==> src/rtl/dmem_port_arbiter_if.sv <==
// rtl/dmem_port_arbiter_if.sv - requester, memory and status signals of the data-memory port arbiter
interface dmem_port_arbiter_if #(
    parameter int ADDR_W = 6,
    parameter int DATA_W = 16,
    parameter int CNT_W  = 8
);
    logic              m0_req;
    logic              m0_we;
    logic [ADDR_W-1:0] m0_addr;
    logic [DATA_W-1:0] m0_wdata;
    logic              m0_gnt;
    logic              m0_rvalid;
    logic [DATA_W-1:0] m0_rdata;

    logic              m1_req;
    logic              m1_we;
    logic [ADDR_W-1:0] m1_addr;
    logic [DATA_W-1:0] m1_wdata;
    logic              m1_gnt;
    logic              m1_rvalid;
    logic [DATA_W-1:0] m1_rdata;

    logic              mem_en;
    logic              mem_we;
    logic [ADDR_W-1:0] mem_addr;
    logic [DATA_W-1:0] mem_wdata;
    logic [DATA_W-1:0] mem_rdata;

    logic [CNT_W-1:0]  conflict_cnt;

    modport slave (
        input  m0_req, m0_we, m0_addr, m0_wdata,
        output m0_gnt, m0_rvalid, m0_rdata,
        input  m1_req, m1_we, m1_addr, m1_wdata,
        output m1_gnt, m1_rvalid, m1_rdata,
        output mem_en, mem_we, mem_addr, mem_wdata,
        input  mem_rdata,
        output conflict_cnt
    );

    modport master (
        output m0_req, m0_we, m0_addr, m0_wdata,
        input  m0_gnt, m0_rvalid, m0_rdata,
        output m1_req, m1_we, m1_addr, m1_wdata,
        input  m1_gnt, m1_rvalid, m1_rdata,
        input  mem_en, mem_we, mem_addr, mem_wdata,
        output mem_rdata,
        input  conflict_cnt
    );
endinterface

==> src/rtl/dmem_port_arbiter.sv <==
// rtl/dmem_port_arbiter.sv - round-robin arbiter sharing one data memory between CPU and host ports
module dmem_port_arbiter #(
    parameter int ADDR_W = 6,
    parameter int DATA_W = 16,
    parameter int CNT_W  = 8
) (
    input  logic                 clk,
    input  logic                 rst,
    dmem_port_arbiter_if.slave   bus
);
    // rr_ptr = 0 favours port 0, 1 favours port 1
    logic             rr_ptr;
    logic             rd_pend;
    logic             rd_owner;
    logic [CNT_W-1:0] cnt;
    logic             gnt0;
    logic             gnt1;
    logic             both_req;

    assign both_req = bus.m0_req & bus.m1_req;

    // Grant: a lone requester always wins, under contention the favoured port wins
    always_comb begin
        gnt0 = bus.m0_req & (~bus.m1_req | ~rr_ptr);
        gnt1 = bus.m1_req & (~bus.m0_req |  rr_ptr);
    end

    assign bus.m0_gnt = gnt0;
    assign bus.m1_gnt = gnt1;

    // Steer the granted port onto the memory; all zero when idle
    always_comb begin
        bus.mem_en    = gnt0 | gnt1;
        bus.mem_we    = 1'b0;
        bus.mem_addr  = '0;
        bus.mem_wdata = '0;
        if (gnt0) begin
            bus.mem_we    = bus.m0_we;
            bus.mem_addr  = bus.m0_addr;
            bus.mem_wdata = bus.m0_wdata;
        end else if (gnt1) begin
            bus.mem_we    = bus.m1_we;
            bus.mem_addr  = bus.m1_addr;
            bus.mem_wdata = bus.m1_wdata;
        end
    end

    // Round-robin pointer: after any grant, favour the other port
    always_ff @(posedge clk) begin
        if (rst) begin
            rr_ptr <= 1'b0;
        end else if (gnt0) begin
            rr_ptr <= 1'b1;
        end else if (gnt1) begin
            rr_ptr <= 1'b0;
        end
    end

    // Read tracking: reloaded every edge so back-to-back reads run at full rate
    always_ff @(posedge clk) begin
        if (rst) begin
            rd_pend  <= 1'b0;
            rd_owner <= 1'b0;
        end else begin
            rd_pend  <= (gnt0 & ~bus.m0_we) | (gnt1 & ~bus.m1_we);
            rd_owner <= gnt1;
        end
    end

    // Saturating count of cycles where both ports asked for the memory
    always_ff @(posedge clk) begin
        if (rst) begin
            cnt <= '0;
        end else if (both_req && (cnt != {CNT_W{1'b1}})) begin
            cnt <= cnt + {{(CNT_W-1){1'b0}}, 1'b1};
        end
    end

    assign bus.conflict_cnt = cnt;

    // Return read data to the owning port only; the other port sees zeros
    always_comb begin
        bus.m0_rvalid = rd_pend & ~rd_owner;
        bus.m1_rvalid = rd_pend &  rd_owner;
        bus.m0_rdata  = bus.m0_rvalid ? bus.mem_rdata : '0;
        bus.m1_rdata  = bus.m1_rvalid ? bus.mem_rdata : '0;
    end
endmodule
==> src/flat_wrapper.sv <==
// flat-port wrapper written by rule: the top's interface ports become plain ports
module dmem_port_arbiter_flat 
#(
    parameter int ADDR_W = 6,
    parameter int DATA_W = 16,
    parameter int CNT_W  = 8
)
  (clk, rst, bus_m0_req, bus_m0_we, bus_m0_addr, bus_m0_wdata, bus_m0_gnt, bus_m0_rvalid, bus_m0_rdata, bus_m1_req, bus_m1_we, bus_m1_addr, bus_m1_wdata, bus_m1_gnt, bus_m1_rvalid, bus_m1_rdata, bus_mem_en, bus_mem_we, bus_mem_addr, bus_mem_wdata, bus_mem_rdata, bus_conflict_cnt);
  dmem_port_arbiter_if #(.ADDR_W(ADDR_W), .DATA_W(DATA_W), .CNT_W(CNT_W)) bus_i ();
  input  logic clk;
  input  logic rst;
  input wire logic [$bits(bus_i.m0_req)-1:0] bus_m0_req;
  input wire logic [$bits(bus_i.m0_we)-1:0] bus_m0_we;
  input wire logic [$bits(bus_i.m0_addr)-1:0] bus_m0_addr;
  input wire logic [$bits(bus_i.m0_wdata)-1:0] bus_m0_wdata;
  output wire logic [$bits(bus_i.m0_gnt)-1:0] bus_m0_gnt;
  output wire logic [$bits(bus_i.m0_rvalid)-1:0] bus_m0_rvalid;
  output wire logic [$bits(bus_i.m0_rdata)-1:0] bus_m0_rdata;
  input wire logic [$bits(bus_i.m1_req)-1:0] bus_m1_req;
  input wire logic [$bits(bus_i.m1_we)-1:0] bus_m1_we;
  input wire logic [$bits(bus_i.m1_addr)-1:0] bus_m1_addr;
  input wire logic [$bits(bus_i.m1_wdata)-1:0] bus_m1_wdata;
  output wire logic [$bits(bus_i.m1_gnt)-1:0] bus_m1_gnt;
  output wire logic [$bits(bus_i.m1_rvalid)-1:0] bus_m1_rvalid;
  output wire logic [$bits(bus_i.m1_rdata)-1:0] bus_m1_rdata;
  output wire logic [$bits(bus_i.mem_en)-1:0] bus_mem_en;
  output wire logic [$bits(bus_i.mem_we)-1:0] bus_mem_we;
  output wire logic [$bits(bus_i.mem_addr)-1:0] bus_mem_addr;
  output wire logic [$bits(bus_i.mem_wdata)-1:0] bus_mem_wdata;
  input wire logic [$bits(bus_i.mem_rdata)-1:0] bus_mem_rdata;
  output wire logic [$bits(bus_i.conflict_cnt)-1:0] bus_conflict_cnt;
  assign bus_i.m0_req = bus_m0_req;
  assign bus_i.m0_we = bus_m0_we;
  assign bus_i.m0_addr = bus_m0_addr;
  assign bus_i.m0_wdata = bus_m0_wdata;
  assign bus_m0_gnt = bus_i.m0_gnt;
  assign bus_m0_rvalid = bus_i.m0_rvalid;
  assign bus_m0_rdata = bus_i.m0_rdata;
  assign bus_i.m1_req = bus_m1_req;
  assign bus_i.m1_we = bus_m1_we;
  assign bus_i.m1_addr = bus_m1_addr;
  assign bus_i.m1_wdata = bus_m1_wdata;
  assign bus_m1_gnt = bus_i.m1_gnt;
  assign bus_m1_rvalid = bus_i.m1_rvalid;
  assign bus_m1_rdata = bus_i.m1_rdata;
  assign bus_mem_en = bus_i.mem_en;
  assign bus_mem_we = bus_i.mem_we;
  assign bus_mem_addr = bus_i.mem_addr;
  assign bus_mem_wdata = bus_i.mem_wdata;
  assign bus_i.mem_rdata = bus_mem_rdata;
  assign bus_conflict_cnt = bus_i.conflict_cnt;
  dmem_port_arbiter #(.ADDR_W(ADDR_W), .DATA_W(DATA_W), .CNT_W(CNT_W)) u_core (.clk(clk), .rst(rst), .bus(bus_i));
endmodule
==> config.mk <==
export PLATFORM = sky130hd
export DESIGN_NAME = dmem_port_arbiter_flat
export DESIGN_NICKNAME = d
export VERILOG_FILES = /design/src/rtl/dmem_port_arbiter_if.sv /design/src/rtl/dmem_port_arbiter.sv /design/src/flat_wrapper.sv
export SDC_FILE = /design/constraint.sdc
export NUM_CORES = 1
export LEC_CHECK = 0
export ABC_AREA = 1
export BUFFER_PORTS_ARGS = -buffer_cell sky130_fd_sc_hd__buf_2
export CAP_MARGIN = 5
export CORE_ASPECT_RATIO = 0.75
export CORE_MARGIN = 2
export CORE_UTILIZATION = 29
export CTS_BUF_LIST = sky130_fd_sc_hd__clkbuf_8
export DETAILED_ROUTE_END_ITERATION = 6
export PLACE_DENSITY = 0.78
export SYNTH_ARGS = -nofsm -noshare
export SYNTH_HDL_FRONTEND = slang
export SYNTH_SLANG_ARGS = --single-unit
==> constraint.sdc <==
create_clock -name clk -period 1.1 [get_ports clk]
set_input_delay 0.11 -clock clk [delete_from_list [all_inputs] [get_ports clk]]
set_output_delay 0.11 -clock clk [all_outputs]
set_load 0.02 [all_outputs]
==> flow_summary.toml <==
[outcome]
status = "finished, violations left"
failed_checks = "negative setup slack"

[min_path]
hold_path_end = "u_core.bus.conflict_cnt[4]"
hp-class = "in -> reg"
min_path_cells = 2
hp-start = "rst"

[logic_synthesis]
synth_compound_area_frac = 0.235
synth_warnings = 0
ys_seq_elements = 11
postSynthNetCount = 236
synth.area.top_cells = "dfxtp_1, a22o_1, nor2_1"
async_reset_ff_frac = 0
syn-instance-count = 169
synth_top_family_by_area = "simple AND/OR/NAND/NOR gates"
synth_top_cell_area_share = 0.214
synth_xor_area_frac = 0
synth_area_per_cell_sq_um = 6.10
synth-simple-area-share = 0.358
synthFlopType = "dfxtp_1"
synth_edf_count = 0
synthMuxAreaShare = 0
synthTopCellsByCount = "nor2_1, inv_1, a22o_1, nand2_1, dfxtp_1"
yosysSeqAreaShare = 0.214
syn_area_sq_um = 1030
yosys.area_share.adder = 0.0121
yosysUniqueCellTypes = 21
synth_most_common_cell = "nor2_1"
synth_area_leader_cell = "dfxtp_1"

[detailed_routing]
vias_per_cell = 4.96
initialDrtViolationCount = 77
drt_wl_total_microns = 5820
dr.pass1.iters = 4
detail_route.wl_per_cell_microns = 16.1
drcViolationCount = 0
vias = 1790
drt.antenna.violating_nets = 0

[global_routing]
antenna_found_initial = 0
grt.overflow.total = 0
grt_max_degree = 27
grt_pass1_vias = 1555
grt_pass1_wl_microns = 7740
grt_use_total = 0.237

[clock_tree]
cts_num_sinks = 11
cts_root_buf = "clkbuf_8"
clk_pin_slew_ps = 50
cts_made_buffers = 3
hold_buffers = 0
ctsLongestPathBuffers = 2
cts_max_level = 1
cts_tree = "yes"
insertion_delay_ps = 240

[final_layout]
final_nets = 389
area_growth_pct = 174
drive_gt1_frac = 0.723
fin_cells = 361
diodes = 0

[timing]
fin_crit_sh = 1.30
setup_viol = 64
hold_viol = 0
drv_slew = 0
fin_skew_ps = 1.36
min_period_ps = 1430
fmax_mhz = 698
rsz0062_at_grt = "true"
slew_headroom = 0.811
setup_slack_ps = -334
tightest_slew_ps = 284
setup-tns-final_ps = -11700

[power_and_ir_drop]
leakage_uw = 0.00142
p_per_area_nw_per_um2 = 650
peakVddDrop_mv = 0.656

[placement]
gp_congestion = 0.905
place_inst = 342
dp_hpwl_microns = 3260
io_buffers = 133

[die]
dieArea_sq_um = 4050
start_util = 0.307
die_h_microns = 55.6
row_count = 18
coreArea_sq_um = 3360
io-pin-count = 134
chipWidth_microns = 72.9

[critical_path]
path_class = "reg -> out"
r2r_cells = 6
critical_path_arrival_ps = 1320
cp_slowest_cell = "dfxtp_2"
r2r_slack_ps = -20
end_kind = "output pin"
reg2reg_from = "u_core.bus.conflict_cnt[1]"
path_cells = "inv_2 -> nand2_2 -> nand2_2 -> inv_4 -> clkbuf_16 -> a22o_1 -> buf_6"
worstPathRequired_ps = 990
cp_max_fo = 6
startpoint_type = "flip-flop"
crit_buf_inv = 4
cp_top_family = "buffers and inverters"
cp_slowest_stage_delay_ps = 320
crit_top_cell = "nand2_2"
reg2reg_to = "u_core.bus.conflict_cnt[0]"

[job]
drv_cap = 0
[logic make-up after synthesis]
kind of cell             count (synthesis)
flip-flops                              11
AO/OA/AOI/OAI                           30
adder cells (fa/ha/maj)                  1
AND/OR/NAND/NOR                         85
buffers and inverters                   42
[worst reg2reg max path, cell delays in order (launching register included)]
cell and delay, ps:
dfxtp_4 380, ha_4 150, nand2_4 70, inv_6 100, nand3_4 120, a21oi_2 140, nor2_1 50
[layer usage]
| layer | track usage | wire length, microns |
|---|---|---|
| met5 | 0 | 0 |
| met4 | 0.0423 | 69 |
| met3 | 0.0507 | 401 |
| met2 | 0.401 | 2940 |
| met1 | 0.310 | 2410 |
[stage by stage]
stage / hold WS [ps] / instance area (sq um) / power, uW / util / setup slack, ps
final: 84.6 / 2820 / 1840 / 0.841 / -334
after global routing: 84.3 / 2820 / 1910 / 0.841 / -376
after CTS: 76.6 / 2490 / 1650 / 0.741 / -294
after detailed placement: 333 / 1900 / 1110 / 0.566 / -31.5
after global placement: 323 / 1900 / 1100 / 0.566 / -15.8
after floorplan: 174 / 1150 / 834 / - / 4.65
[worst max path at each step]
stage	start	to	slack (ps)	cells past startpoint
after global routing	u_core.rr_ptr	bus_mem_wdata[0]	-380	7
after floorplan	u_core.bus.conflict_cnt[0]	u_core.bus.conflict_cnt[3]	5	6
final	u_core.rr_ptr	bus_mem_wdata[0]	-330	7
after global placement	u_core.rr_ptr	bus_mem_wdata[6]	-20	6
after CTS	u_core.rr_ptr	bus_mem_wdata[0]	-290	7
after detailed placement	u_core.rr_ptr	bus_mem_addr[0]	-30	7
[placed cells by master (no fill, tap or decap), types with 2 or more instances in the layout]
cell type / instances
nand3_2: 2
nand2_4: 2
nand3_4: 4
dfxtp_4: 6
buf_6: 57
nor2_4: 36
dfxtp_2: 3
inv_1: 27
inv_2: 4
clkbuf_16: 3
nand3_1: 3
buf_12: 4
nand4_1: 4
buf_2: 78
dfxtp_1: 2
buf_16: 2
a22o_1: 23
nand2_1: 18
nor2_1: 8
nor2_2: 2
a21oi_2: 4
inv_4: 5
nand2_2: 3
buf_4: 8
clkbuf_8: 3
[area by class of cell]
cell class,count,area [sq um]
repair buffers,153,1320
multi-input cells,117,1010
fillers,187,533
flip-flops and latches,11,246
inverters,36,153
well taps,40,50.0
clock buffers,3,41.3
clock inverters,1,3.75
[state kept, by name, summed over array words and instances, names as in the netlist]
name and cells:
u_core.bus.conflict_cnt 8, u_core.rd_pend 1, u_core.rd_owner 1, u_core.rr_ptr 1
[timing repair]
item,CTS,global route
setup buffers,2,5
gates cloned,4,5
gates resized for setup,134,70
pin swaps,2,14
endpoints found under the setup margin,65,66
hold endpoints to repair,0,0
[power breakdown]
part	switching, uW	internal, uW	leakage (uW)
Combinational	514	495	0.00130
Sequential	22.5	405	0.0000952
Clock	154	245	0.0000269
No activity file was read; power rests on OpenSTA's default activity.
